===== src/rtl/dmem_arb_pkg.sv =====
// -----------------------------------------------------------------------------
// dmem_arb_pkg
// Shared types for the data-memory arbiter:
//   state_t    - sequencer states (IDLE, ACCESS, RESP)
//   req_id_t   - requester identity (CPU, DBG); also the bit index of each
//                requester in the picker's request/grant vectors
//   SIZE_*     - access-size encodings carried in ctrl[1:0]
//   mem_cmd_t  - registered command {we, addr, wdata, ctrl, id}
//   cmd_is_faulty() - alignment / range check used when the
//                DMEM_ALIGN_CHECK_EN build option is defined
// -----------------------------------------------------------------------------
package dmem_arb_pkg;

    typedef enum logic [1:0] {
        IDLE   = 2'd0,
        ACCESS = 2'd1,
        RESP   = 2'd2
    } state_t;

    typedef enum logic {
        CPU = 1'b0,
        DBG = 1'b1
    } req_id_t;

    localparam logic [1:0] SIZE_B = 2'b00;
    localparam logic [1:0] SIZE_H = 2'b01;
    localparam logic [1:0] SIZE_W = 2'b10;

    typedef struct packed {
        logic        we;
        logic [31:0] addr;
        logic [31:0] wdata;
        logic [2:0]  ctrl;
        req_id_t     id;
    } mem_cmd_t;

    // A command is faulty when its size is the reserved encoding, when a
    // halfword/word is not naturally aligned, or when any address bit above
    // the memory's byte-address range is set.
    function automatic logic cmd_is_faulty(input mem_cmd_t cmd,
                                           input logic [31:0] addr_mask);
        logic bad_size;
        logic bad_align;
        logic out_of_range;
        bad_size     = (cmd.ctrl[1:0] == 2'b11);
        bad_align    = ((cmd.ctrl[1:0] == SIZE_H) && cmd.addr[0]) ||
                       ((cmd.ctrl[1:0] == SIZE_W) && (cmd.addr[1:0] != 2'b00));
        out_of_range = ((cmd.addr & ~addr_mask) != 32'd0);
        return bad_size || bad_align || out_of_range;
    endfunction

endpackage


===== src/rtl/dmem_rr_picker.sv =====
// -----------------------------------------------------------------------------
// dmem_rr_picker
// Two-way combinational request picker.
//   req[1:0]    in   request vector, bit CPU (0) and bit DBG (1)
//   last_grant  in   requester granted most recently (stored by the caller)
//   grant[1:0]  out  one-hot grant, all zero when nobody requests
// Parameter FIXED_PRIO: 0 = a tie goes to the requester not granted last,
//                       1 = a tie always goes to the CPU.
// A lone requester is always granted regardless of FIXED_PRIO.
// -----------------------------------------------------------------------------
module dmem_rr_picker
    import dmem_arb_pkg::*;
#(
    parameter bit FIXED_PRIO = 1'b0
) (
    input  logic [1:0] req,
    input  req_id_t    last_grant,
    output logic [1:0] grant
);

    // NOTE: every signal written in an always_comb gets a default first so
    //       no path through the block can leave it unassigned (no latch).
    always_comb begin
        grant = 2'b00;
        if (req == 2'b11) begin
            if (FIXED_PRIO || (last_grant == DBG)) begin
                grant = 2'b01;
            end else begin
                grant = 2'b10;
            end
        end else begin
            grant = req;
        end
    end

endmodule


===== src/rtl/dmem_arbiter.sv =====
// -----------------------------------------------------------------------------
// dmem_arbiter
// Shares the single data-memory port between the CPU MEM stage and a
// debug/loader port. Each accepted request is registered, presented to memory
// for exactly one cycle (ACCESS) and completed with a one-cycle rvalid pulse
// on the owning port (RESP). A new request may be accepted in RESP, giving
// one access every two cycles under continuous load.
//
// Ports:
//   clk_i, rst_ni                 clock, asynchronous active-low reset
//   cpu_req_i/we_i/addr_i/wdata_i/ctrl_i   CPU request
//   cpu_gnt_o                     combinational accept (req & gnt = handshake)
//   cpu_rvalid_o/rdata_o/err_o    registered completion pulse and result
//   dbg_*                         debug port, same meanings as cpu_*
//   mem_read_o/write_o/addr_o/wdata_o/ctrl_o   memory command, ACCESS only
//   mem_rdata_i                   combinational memory read data
//
// Build option DMEM_ALIGN_CHECK_EN: when defined, misaligned, reserved-size
// or out-of-range commands are blocked from memory and complete with err=1,
// rdata=0. When undefined, err outputs are constant 0 and ctrl is passed
// through unchanged.
// -----------------------------------------------------------------------------
module dmem_arbiter
    import dmem_arb_pkg::*;
#(
    parameter int ADDR_WIDTH = 17,
    parameter bit FIXED_PRIO = 1'b0
) (
    input  logic        clk_i,
    input  logic        rst_ni,

    input  logic        cpu_req_i,
    input  logic        cpu_we_i,
    input  logic [31:0] cpu_addr_i,
    input  logic [31:0] cpu_wdata_i,
    input  logic [2:0]  cpu_ctrl_i,
    output logic        cpu_gnt_o,
    output logic        cpu_rvalid_o,
    output logic [31:0] cpu_rdata_o,
    output logic        cpu_err_o,

    input  logic        dbg_req_i,
    input  logic        dbg_we_i,
    input  logic [31:0] dbg_addr_i,
    input  logic [31:0] dbg_wdata_i,
    input  logic [2:0]  dbg_ctrl_i,
    output logic        dbg_gnt_o,
    output logic        dbg_rvalid_o,
    output logic [31:0] dbg_rdata_o,
    output logic        dbg_err_o,

    output logic        mem_read_o,
    output logic        mem_write_o,
    output logic [31:0] mem_addr_o,
    output logic [31:0] mem_wdata_o,
    output logic [2:0]  mem_ctrl_o,
    input  logic [31:0] mem_rdata_i
);

    // Bits above the memory's byte-address range carry no meaning
    // downstream; they are driven as zero on mem_addr_o.
    localparam logic [31:0] ADDR_MASK = 32'hFFFF_FFFF >> (32 - ADDR_WIDTH);

    state_t     state;
    req_id_t    last_grant;
    mem_cmd_t   cmd;
    mem_cmd_t   next_cmd;
    logic [1:0] req_vec;
    logic [1:0] pick;
    logic       can_grant;
    logic       accept;
    logic       cmd_fault;
    logic [31:0] resp_data;

    // ------------------------------------------------------------------
    // Arbitration
    // ------------------------------------------------------------------
    assign req_vec = {dbg_req_i, cpu_req_i};

    dmem_rr_picker #(
        .FIXED_PRIO (FIXED_PRIO)
    ) u_picker (
        .req        (req_vec),
        .last_grant (last_grant),
        .grant      (pick)
    );

    // Grants are only offered while the memory port is free (IDLE or RESP).
    // Gating with rst_ni keeps them low for the whole reset window even
    // though the state register already reads IDLE.
    assign can_grant = rst_ni && ((state == IDLE) || (state == RESP));
    assign cpu_gnt_o = can_grant && pick[CPU];
    assign dbg_gnt_o = can_grant && pick[DBG];
    assign accept    = cpu_gnt_o || dbg_gnt_o;

    always_comb begin
        next_cmd = '{we: dbg_we_i, addr: dbg_addr_i, wdata: dbg_wdata_i,
                     ctrl: dbg_ctrl_i, id: DBG};
        if (pick[CPU]) begin
            next_cmd = '{we: cpu_we_i, addr: cpu_addr_i, wdata: cpu_wdata_i,
                         ctrl: cpu_ctrl_i, id: CPU};
        end
    end

    // ------------------------------------------------------------------
    // Command checking
    // ------------------------------------------------------------------
`ifdef DMEM_ALIGN_CHECK_EN
    assign cmd_fault = cmd_is_faulty(cmd, ADDR_MASK);
`else
    assign cmd_fault = 1'b0;
`endif

    // Stores and faulty commands complete with zero data.
    always_comb begin
        resp_data = mem_rdata_i;
        if (cmd.we || cmd_fault) begin
            resp_data = '0;
        end
    end

    // ------------------------------------------------------------------
    // Memory drive: only during ACCESS, zero otherwise. Derived from the
    // state register, so an asynchronous reset during ACCESS drops
    // mem_write_o at once and the in-flight store is never committed.
    // ------------------------------------------------------------------
    always_comb begin
        mem_read_o  = 1'b0;
        mem_write_o = 1'b0;
        mem_addr_o  = '0;
        mem_wdata_o = '0;
        mem_ctrl_o  = '0;
        if (state == ACCESS) begin
            mem_read_o  = !cmd.we && !cmd_fault;
            mem_write_o =  cmd.we && !cmd_fault;
            mem_addr_o  = cmd.addr & ADDR_MASK;
            mem_wdata_o = cmd.wdata;
            mem_ctrl_o  = cmd.ctrl;
        end
    end

    // ------------------------------------------------------------------
    // Sequencer with registered completion outputs
    // ------------------------------------------------------------------
    // NOTE: sequential state is updated with non-blocking assignments only,
    //       so every flop samples the pre-edge values regardless of order.
    always_ff @(posedge clk_i or negedge rst_ni) begin
        if (!rst_ni) begin
            state        <= IDLE;
            last_grant   <= DBG;
            // NOTE: the command register is reset as well; it is a handful
            //       of flops, not a RAM, and a known value keeps mem_* clean.
            cmd          <= '0;
            cpu_rvalid_o <= 1'b0;
            cpu_rdata_o  <= '0;
            cpu_err_o    <= 1'b0;
            dbg_rvalid_o <= 1'b0;
            dbg_rdata_o  <= '0;
            dbg_err_o    <= 1'b0;
        end else begin
            cpu_rvalid_o <= 1'b0;
            dbg_rvalid_o <= 1'b0;

            case (state)
                IDLE: begin
                    if (accept) begin
                        state <= ACCESS;
                    end
                end
                ACCESS: begin
                    state <= RESP;
                    // Read data is sampled at the end of ACCESS and returned
                    // only on the port that owns the command; the other
                    // port's rdata keeps its last response.
                    if (cmd.id == CPU) begin
                        cpu_rvalid_o <= 1'b1;
                        cpu_rdata_o  <= resp_data;
                        cpu_err_o    <= cmd_fault;
                    end else begin
                        dbg_rvalid_o <= 1'b1;
                        dbg_rdata_o  <= resp_data;
                        dbg_err_o    <= cmd_fault;
                    end
                end
                RESP: begin
                    state <= accept ? ACCESS : IDLE;
                end
                default: begin
                    state <= IDLE;
                end
            endcase

            if (accept) begin
                cmd        <= next_cmd;
                last_grant <= pick[CPU] ? CPU : DBG;
            end
        end
    end

endmodule


===== config.mk =====
export PLATFORM = sky130hd
export DESIGN_NAME = dmem_arbiter
export DESIGN_NICKNAME = d
export VERILOG_FILES = /design/src/rtl/dmem_arb_pkg.sv /design/src/rtl/dmem_rr_picker.sv /design/src/rtl/dmem_arbiter.sv
export SDC_FILE = /design/constraint.sdc
export NUM_CORES = 1
export LEC_CHECK = 0
export BUFFER_PORTS_ARGS = -buffer_cell sky130_fd_sc_hd__buf_4
export CORE_AREA = 2 2 121 123
export CTS_CLUSTER_DIAMETER = 40
export DETAILED_ROUTE_END_ITERATION = 6
export DIE_AREA = 0 0 123 125
export GPL_ROUTABILITY_DRIVEN = 0
export HOLD_SLACK_MARGIN = 0.15
export PLACE_DENSITY_LB_ADDON = 0.08
export SLEW_MARGIN = 15
export SYNTH_ARGS = -nofsm -noshare
export SYNTH_HDL_FRONTEND = slang
export SYNTH_HIERARCHICAL = 1
export SYNTH_SLANG_ARGS = --single-unit

===== constraint.sdc =====
create_clock -name clk_i -period 5.65 [get_ports clk_i]
set_clock_uncertainty 0.1 [all_clocks]
set_input_delay 0 -clock clk_i [delete_from_list [all_inputs] [get_ports clk_i]]
set_output_delay 0 -clock clk_i [all_outputs]
set_load 0.01 [all_outputs]

== Word-level counts from Yosys, hierarchy flattened ==
Cells that the tools add are included.

* Equal/unequal tests: 4
* Muxes and demuxes: 17
* Bitwise gates (word level): 1
* Reduce and logical (&&, ||, !) cells: 9

{| class="wikitable"
|+ Operators with widths
! kind !! count
|-
| 69-bit 2-to-1 mux || 1
|-
| 32-bit 2-to-1 mux || 2
|-
| 17-bit 2-to-1 mux || 1
|-
| 1-bit 2-to-1 mux || 8
|-
| 2-bit 2-to-1 mux || 3
|-
| 2-bit case mux with 3 select lines || 1
|-
| 2-bit == test (second input constant) || 2
|-
| 2-bit AND reduction || 2
|-
| 1-bit logical AND || 3
|-
| 3-bit 2-to-1 mux || 1
|-
| 2-bit by 1-bit == test with 1-bit output (second input constant) || 1
|-
| 2-bit logical NOT || 1
|-
| 1-bit logical OR || 2
|-
| 2-bit != test (second input constant) || 1
|-
| 1-bit logical NOT || 1
|-
| 1-bit NOT || 1
|}

* Register bits: 123
* Input bits: 172
* Output and inout port bits: 139

== Longest topological paths before layout ==
Gate-level depths: netlist of the first run.

* Word-level depth: 7
* Mapped depth: 7
* Mapped depth without buffers: 4

== Hierarchy ==
Netlist of the first run, hierarchy kept.

{| class="wikitable"
|+ By module, submodules not included
! module !! instances !! cells an instance !! area each (µm²) !! sequential area each (µm²)
|-
| dmem_arbiter || 1 || 508 || 5962.0 || 3079.2
|-
| dmem_rr_picker || 1 || 3 || 18.8 || 0.0
|}

== Worst setup path after synthesis of the first run ==
OpenSTA, ideal clock, no wires.

* Kind: register -> register
* Start point: reg last_grant
* End point: reg cmd[10] (netlist name)
* Library setup time: 0.125 ns
* Arrival: 1.635 ns
* Required time: 5.425 ns
* Path slack: 3.790 ns
* Cell stages (with the launch flop): 7
* Period minus slack after synthesis: 1.860 ns
* Path through: dfstp_2 > inv_1 > a21boi_1 > buf_6 > buf_2 > mux2_2 > mux2_4

* Cells in the longest elaborated chain, start to end: 4
* Elaborated cells on any way between the ends: 6

{| class="wikitable"
|+ RTL lines
! element !! RTL line !! RTL
|-
| start: declaration || dmem_arbiter.sv:65 || <nowiki>req_id_t last_grant;</nowiki>
|-
| start signal: assignment || dmem_arbiter.sv:195 || <nowiki>last_grant <= pick[CPU] ? CPU : DBG;</nowiki>
|-
| 2-bit 2-to-1 mux (*) || dmem_rr_picker.sv:26 || <nowiki>if (FIXED_PRIO || (last_grant == DBG)) begin</nowiki>
|-
| 2-bit 2-to-1 mux (*) || dmem_rr_picker.sv:25 || <nowiki>if (req == 2'b11) begin</nowiki>
|-
| named net pick[0] || dmem_arbiter.sv:69 || <nowiki>logic [1:0] pick;</nowiki>
|-
| 1-bit logical AND || dmem_arbiter.sv:92 || <nowiki>assign cpu_gnt_o = can_grant && pick[CPU];</nowiki>
|-
| 1-bit logical OR || dmem_arbiter.sv:94 || <nowiki>assign accept = cpu_gnt_o || dbg_gnt_o;</nowiki>
|-
| end signal: assignment || dmem_arbiter.sv:194 || <nowiki>cmd <= next_cmd;</nowiki>
|-
| end: declaration || dmem_arbiter.sv:66 || <nowiki>mem_cmd_t cmd;</nowiki>
|}

Mark *: on every way through the listed nets, which the timed path passes. The rest lies on a longest branch.
A chain may end at the register's enable or synchronous reset.

== Final worst setup path of the first run ==
* Start point: reg last_grant
* End point: reg cmd[3] (netlist name)

Same word-level chain as after synthesis.

==> results by group, run 1 <==
Global routing
  • Global-route wire length before repair: about 27,000 um
  • Total GRT Usage: between 20% and 30%
  • Remaining Overflow, GRT: 0
  • Largest net degree at the start of global routing: 71
  • Initial antenna violation count: 0
  • Vias in the first global route: 5,487

Clocking
  • Worst-path clk slew: 0.05 ns
  • CTS Buffer Depth: 2
  • CTS tree: yes
  • Clock sinks: between 100 and 150
  • Htree depth: 4
  • # Post-CTS Setup Buffers: 0
  • Clk Latency, worst-skew pair: approximately 0.4 ns
  • TritonCTS Buffers: 17
  • Clock root buffer: clkbuf_16

Detailed routing
  • Drt initial violations: between 200 and 250
  • Uppermost layer routed: met4
  • Met3 WL: 1250 um
  • Metal-1 WL: just under 7000 um
  • DR vias: 5,126
  • WL/cell: between 15 and 20 um
  • WL met2: approximately 9000 um
  • Routed Antenna Nets: 0
  • Drt pass-1 iters: 4
  • DRC viols: 0
  • Vias/cell: around 4.7
  • Final wirelength: between 15,000 and 20,000 um

Worst setup path
  • Nature of the critical path endpoint: register
  • Worst Setup Start Kind: register
  • Critical Path AT: between 3 and 4 ns
  • RR Endpoint: cmd[3]
  • Crit-path cells: inv_1 -> a21boi_4 -> buf_4 -> o21a_4 -> mux2_1
  • Max incr delay on CP: ~0.94 ns
  • FF-to-FF path depth: 5
  • CP Max Fanout: between 50 and 60
  • Worst endpoint required time: 5.84 ns
  • Delay-heaviest family, CP: compound AO/OA/AOI/OAI gates
  • CP Class: register to register
  • Critical R2R Launch: last_grant
  • R2R Setup Slk: 2.79 ns
  • CP Buf/Inv Count: 2
  • Slowest cell on crit path: o21a_4

Floorplan
  • Die area: 15,400 um^2
  • Chip width: between 100 and 150 um
  • Die Span Y: between 100 and 150 um
  • Initial Util: 42.1%
  • CORE AREA: approximately 14,000 um^2
  • # IOs: ~310
  • # rows: 44

Logic synthesis
  • Syn avg cell area: 11.7 um^2
  • Ys async rst share: 100%
  • Ys Warns: 6
  • Register area share after synthesis: between 50% and 60%
  • Mapped cell area: between 5000 and 6000 um^2
  • Syn Inst Count: 511
  • Synth Flop Type: dfrtp_1
  • Synth Register Bits: roughly 120
  • Yosys cell types: 24
  • Number of synthesized flops with an enable pin: 0

Placed design
  • Detailed Place HPWL: 10,100 um
  • Area after DPL: 7970 um^2
  • Port-buffer cells: approximately 260

Power and ir drop
  • Internal power: between 2 and 3 mW
  • Leakage power: about 4.9 nW
  • Seq pwr share: a little over a third
  • Sw Share: ~30%
  • Max VDD drop: roughly 0.19 mV
  • Clock network fraction of total power: approximately 28%
  • Power share of the combinational group: between 30 and 40%
  • Sw power: around 1.2 mW
  • Power per cell area: approximately 400 nW/um^2

STA
  • Slew Limit Fails: 0
  • Crit share post-route: 50.7%
  • Number of setup violations in the final report: 0
  • Setup TNS: 0 ns
  • Max Freq: between 300 and 400 MHz
  • Slew headroom: between 20% and 30%
  • Final hold viol count: 0
  • Worst Tran Pin Value: about 1.1 ns
  • RSZ-0062 raised after global routing: false
  • Fin crit period: between 2 and 3 ns

Hold path
  • Worst min path class: primary input to async pin

Finish
  • ANT cells: 0
  • Multi-input gate area: around 2600 um^2
  • Fin nets: about 1,100
  • Final Cell Area: between 9000 and 10,000 um^2
  • Synth-to-layout area growth: 67.0%
  • Reg area: around 3000 um^2
  • Ratio of cells with drive above 1 in the final layout: 44.2%
  • Fillcell total: slightly above 1,000

Run
  • Max-cap violations: 0

Status
  • Run status: finished, final reports clean
## power by group through the flow
stage               Clock (mW)  Sequential (mW)  Combinational [mW]
CTS                       1.12             1.46                1.44
floorplan                    0             1.51               0.631
detailed placement           0             1.46                1.33
finish                    1.10             1.46                1.44
global route              1.16             1.51                1.57
global placement             0             1.45                1.30
## state kept, by name, indices dropped and copies added (netlist names)
| name | count |
|---|---|
| cpu_rdata_o | 32 |
| cmd | 54 |
| state | 2 |
| dbg_rdata_o | 32 |
| cpu_rvalid_o | 1 |
| last_grant | 1 |
| dbg_rvalid_o | 1 |
## metal layers
| layer | up-vias | track usage [%] |
|---|---|---|
| met5 | - | 0 |
| met4 | 0 | 9.09 |
| met3 | 35 | 7.07 |
| met2 | 205 | 39.6 |
| met1 | 2439 | 25.8 |
| li1 | 2447 | - |
## cell type report
type	count	area share, %
Clock inverter	7	1.13
Inverter	4	0.150
Multi-Input combinational cell	348	26.4
Timing Repair Buffer	409	34.3
Clock buffer	24	4.92
Sequential cell	123	30.8
Tap cell	184	2.30
## stage by stage
stage | hold slack [ns] | utilization [%] | power (mW) | setup slack, ns | std cells
6_report | 0.145 | 70.3 | 4.00 | 2.79 | 1099
5_1_grt | 0.242 | 70.3 | 4.24 | 2.59 | 1099
4_1_cts | 0.181 | 70.3 | 4.02 | 2.74 | 1099
3_5_place_dp | 0.0755 | 56.1 | 2.79 | 2.75 | 927
3_3_place_gp | 0.0554 | 56.1 | 2.75 | 2.83 | 927
2_1_floorplan | -0.396 | - | 2.14 | 3.79 | 527
## worst reg2reg max path: stages (launching register included)
cell and delay (ns):
dfstp_2 0.53, inv_1 0.06, a21boi_4 0.13, buf_4 0.55, o21a_4 0.94, mux2_1 0.42
## cells in the final DEF (no fill, tap or decap)
cell type and count:
a21boi_0 1, a21boi_4 1, and2_1 54, buf_4 268, bufinv_16 3, clkbuf_1 3
clkbuf_16 17, clkbuf_8 4, clkinv_2 3, clkinvlp_4 1, conb_1 17, dfrtp_1 122
dfstp_2 1, dlygate4sd3_1 141, inv_1 3, inv_2 1, mux2_1 4, mux2_2 53
mux2_4 49, nand2_1 65, nand2b_1 32, nand3b_1 1, nor2b_1 2, nor2b_2 1
o21a_1 2, o21a_4 1, o21ai_0 15, o21ai_1 49, or3b_2 1
## timing repair
item / 4_1_cts / 5_1_grt
hold endpoints to repair: 187 / 0
hold buffers: 141 / 0
resized for setup: 0 / 0
## Yosys cell counts, types with 4 or more instances
cell type  count  area, um^2
clkbuf_1      12        45.0
buf_2         15        75.1
o21ai_1       49         245
buf_4         17         128
o21ai_0       15        75.1
mux2_2        53         597
mux2_1         4        45.0
dfrtp_1      122        3050
and2_1        54         338
mux2_4        49         736
nand2b_1      32         200
buf_6          7        78.8
nand2_1       65         244
## worst max-delay path by stage
stage,slack (ns),endpoint,from,depth (start not counted)
global route,2.59,cmd[68],last_grant,5
global placement,2.83,cmd[68],last_grant,5
detailed placement,2.75,cmd[3],last_grant,5
floorplan,3.79,cmd[10],last_grant,6
CTS,2.74,cmd[68],last_grant,5
finish,2.79,cmd[3],last_grant,5
## cell families after synthesis
group,Yosys count,share of synthesized area [%]
AO/OA/AOI/OAI,69,5.98
buffers and inverters,56,5.77
flip-flops,123,51.5
multiplexers,106,23.0
other,1,0.0627
AND/OR/NAND/NOR,156,13.7
Power figures use the tool's default switching activity.
==> inputs of run 2 (changes only) <==
Settings changed: ABC_AREA from default to 1, CORE_AREA 2 2 121 123 to default, CORE_ASPECT_RATIO from default to 0.8, CORE_MARGIN from default to 2, CORE_UTILIZATION from default to 42, DIE_AREA 0 0 123 125 to default.
Clock period 5.65 ns to 2.4 ns, I/O delays scaled along.
==> results by group, run 2 <==
Finish
  • Top reg by flops: cmd (unchanged)
  • Synth-to-layout area growth: 63.5% (was 67.0%)
  • Max reg flops: 54 (unchanged)
  • Fillcell total: 1,233 (was 1,019)
  • Ratio of cells with drive above 1 in the final layout: 24.2% (was 44.2%)
  • Largest registers: cmd: 54 flops, cpu_rdata_o: 32 flops, dbg_rdata_o: 32 flops (unchanged)
  • ANT cells: 0 (unchanged)
  • Final core occ: 69.3% (was 70.3%)
  • Multi-input gate area: 2330 um^2 (was 2640 um^2)
  • Commonest non-fill, non-tap cell in the layout: nand2_1 (was buf_4)
  • Reg area: 3080 um^2 (unchanged)
  • Fin nets: 1,458 (was 1,075)
  • Commonest non-fill, non-tap cells in the layout: nand2_1 (358), buf_4 (274), inv_1 (147), dlygate4sd3_1 (142), dfrtp_1 (122) (was buf_4 (268), dlygate4sd3_1 (141), dfrtp_1 (122), nand2_1 (65), and2_1 (54))
  • Final Cell Area: 10,300 um^2 (was 9990 um^2)

Worst setup path
  • FF-to-FF path depth: 7 (was 5)
  • Worst endpoint required time: 2.30 ns (was 5.84 ns)
  • Critical Path AT: 2.16 ns (was 3.05 ns)
  • Max incr delay on CP: 0.58 ns (was 0.94 ns)
  • Nature of the critical path endpoint: output pin (was register)
  • CP Class: primary input to output pin (was register to register)
  • Delay-heaviest family, CP: buffers and inverters (was compound AO/OA/AOI/OAI gates)
  • Worst Setup Start Kind: primary input (was register)
  • Crit. Startpoint: rst_ni (was last_grant)
  • Critical R2R Launch: last_grant (unchanged)
  • CP Buf/Inv Count: 6 (was 2)
  • Crit-path cells: dlygate4sd3_1 -> dlygate4sd3_1 -> buf_4 -> nand3_2 -> buf_4 -> inv_1 -> buf_4 (was inv_1 -> a21boi_4 -> buf_4 -> o21a_4 -> mux2_1)
  • Most common cell on crit path: buf_4
  • CP Max Fanout: 56 (was 55)
  • Slowest cell on crit path: dlygate4sd3_1 (was o21a_4)
  • Stages on worst setup path: 7 (was 5)

Detailed routing
  • DRC viols: 0 (unchanged)
  • Vias/cell: 4.50 (was 4.66)
  • DR vias: 6,687 (was 5,126)
  • Routed Antenna Nets: 0 (unchanged)
  • Drt pass-1 iters: 4 (unchanged)
  • Final wirelength: 19,100 um (was 17,200 um)
  • Drt initial violations: 344 (was 202)
  • WL/cell: 12.9 um (was 15.7 um)

Logic synthesis
  • Post-synth top area share: 48.4% (was 51.0%)
  • Yosys cell types: 19 (was 24)
  • Post-synthesis compound-gate area fraction: 4.29% (was 5.98%)
  • Ys async rst share: 100% (unchanged)
  • Mux contribution to synthesized area: 0% (was 23.0%)
  • Synth Register Bits: 123 (unchanged)
  • Cell taking the most area after synthesis: dfrtp_1 (unchanged)
  • Mapped cell area: 6300 um^2 (was 5980 um^2)
  • Ys Warns: 6 (unchanged)
  • Xor/xnor share of the synthesized area: 0% (unchanged)
  • Commonest cells in the netlist: nand2_1 (360), inv_1 (147), dfrtp_1 (122) (was dfrtp_1 (122), nand2_1 (65), and2_1 (54))
  • Adder-cell share of the synthesized area: 0% (unchanged)
  • Synth Flop Type: dfrtp_1 (unchanged)
  • Number of synthesized flops with an enable pin: 0 (unchanged)
  • Syn Inst Count: 899 (was 511)
  • Synth Area in Simple Gates: 31.5% (was 13.7%)
  • Main combinational cell family by area after synthesis: simple AND/OR/NAND/NOR gates (was multiplexers)
  • Top-count cell post-synth: nand2_1 (was dfrtp_1)
  • Ranking of synthesized cells by area: dfrtp_1 (48%), nand2_1 (21%), inv_1 (8.8%) (was dfrtp_1 (51%), mux2_4 (12%), mux2_2 (10%))
  • Syn avg cell area: 7.01 um^2 (was 11.7 um^2)
  • Register area share after synthesis: 48.8% (was 51.5%)

STA
  • Final hold viol count: 0 (unchanged)
  • Slew headroom: 60.2% (was 29.9%)
  • Setup TNS: 0 ns (unchanged)
  • Slew Limit Fails: 0 (unchanged)
  • Worst setup margin: 0.138 ns (was 2.79 ns)
  • Fin crit period: 2.26 ns
  • Max Freq: around 440 MHz
  • RSZ-0062 raised after global routing: false (unchanged)
  • Worst Tran Pin Value: 0.597 ns (was 1.05 ns)
  • Number of setup violations in the final report: 0 (unchanged)
  • Crit share post-route: 94.2%

Hold path
  • Hold wc startpoint: dbg_req_i
  • Worst min path class: primary input to register (was primary input to async pin)
  • WHS Path Cells: 7

Power and ir drop
  • Leakage power: 5.94 nW (was 4.89 nW)
  • Power per cell area: 895 nW/um^2 (was 400 nW/um^2)
  • Max VDD drop: 0.492 mV (was 0.190 mV)
  • Power, Total: 9.22 mW (was 4.00 mW)

Global routing
  • Total GRT Usage: 24.4% (was 22.8%)
  • Initial antenna violation count: 0 (unchanged)
  • Remaining Overflow, GRT: 0 (unchanged)
  • Vias in the first global route: 6,549 (was 5,487)
  • Largest net degree at the start of global routing: 96 (was 71)
  • Global-route wire length before repair: 31,300 um (was 27,400 um)

Clocking
  • Htree depth: 4 (unchanged)
  • Clock root buffer: clkbuf_16 (unchanged)
  • CTS Buffer Depth: 2 (unchanged)
  • Worst-path clk slew: 0.06 ns (was 0.05 ns)
  • Clk Latency, worst-skew pair: 0.40 ns (was 0.41 ns)
  • CTS tree: yes (unchanged)
  • TritonCTS Buffers: 17 (unchanged)
  • Clock sinks: 123 (unchanged)
  • # Post-CTS Setup Buffers: 0 (unchanged)

Floorplan
  • # rows: 40 (was 44)
  • Die Span Y: 114 um (was 125 um)
  • Die area: 16,000 um^2 (was 15,400 um^2)
  • Chip width: 141 um (was 123 um)
  • # IOs: 311 (unchanged)
  • CORE AREA: 14,900 um^2 (was 14,200 um^2)
  • Initial Util: 42.4% (was 42.1%)

Run
  • Max-cap violations: 0 (unchanged)

Placed design
  • Area after DPL: 8320 um^2 (was 7970 um^2)
  • Port-buffer cells: 263 (unchanged)
  • Pre-CTS WS: 0.691 ns (was 2.75 ns)
  • Detailed Place HPWL: 11,500 um (was 10,100 um)

Status
  • Run status: finished, final reports clean (unchanged)
## run 2: kinds of logic (layout without fill, tap and decap cells)
kind of cell,Yosys count,in the layout
flops,123,123
other cells,1,17
buf+inv,216,597
simple gates,505,505
compound gates,54,54
## run 2: area by class of cell
class / instances / area share, %
timing repair buffer: 420 / 34.5
multi-input combinational: 576 / 22.6
tap: 189 / 2.30
clock buffer: 20 / 4.34
clock inverter: 9 / 0.971
inverter: 148 / 5.39
sequential: 123 / 29.9
## run 2: per-stage QoR
| step | cells | hold WS, ns |
|---|---|---|
| 5_1_grt | 1485 | 0.278 |
| 2_1_floorplan | 915 | -0.396 |
| 4_1_cts | 1485 | 0.191 |
| 3_5_place_dp | 1313 | -0.120 |
| 6_report | 1485 | 0.206 |
| 3_3_place_gp | 1313 | -0.117 |
## run 2: tightest hold or removal path: cells and delay by family
kind	cells	cell delay [ns]
AO/OA/AOI/OAI	1	0.05
buffers and inverters	2	0.17
AND/OR/NAND/NOR	4	0.44
## run 2: power by group
group	switching, mW	internal [mW]
clock	0.871	1.53
combinational	1.79	1.69
sequential	0.457	2.89
## run 2: repair_timing
item / CTS / global route
endpoints found under the setup margin: 0 / 0
hold buffers: 143 / 0
hold endpoints to repair: 241 / 0
gates resized for setup: 0 / 0
## run 2: final timing paths
check | end | slack, ns
setup / recovery | cpu_gnt_o | 0.14
hold / removal | cmd[48] | 0.21
setup reg to reg | cmd[21] | 0.29
hold reg to reg | cpu_rdata_o[12] | 0.37
max in group asynchronous | cmd[2] | 1.05
min in group asynchronous | last_grant | 0.65
## run 2: layer usage
metal	routed length [um]	GRT usage (%)
met5	0	0
met2	9180	41.4
met3	1440	6.97
met4	325	7.67
met1	8160	30.4
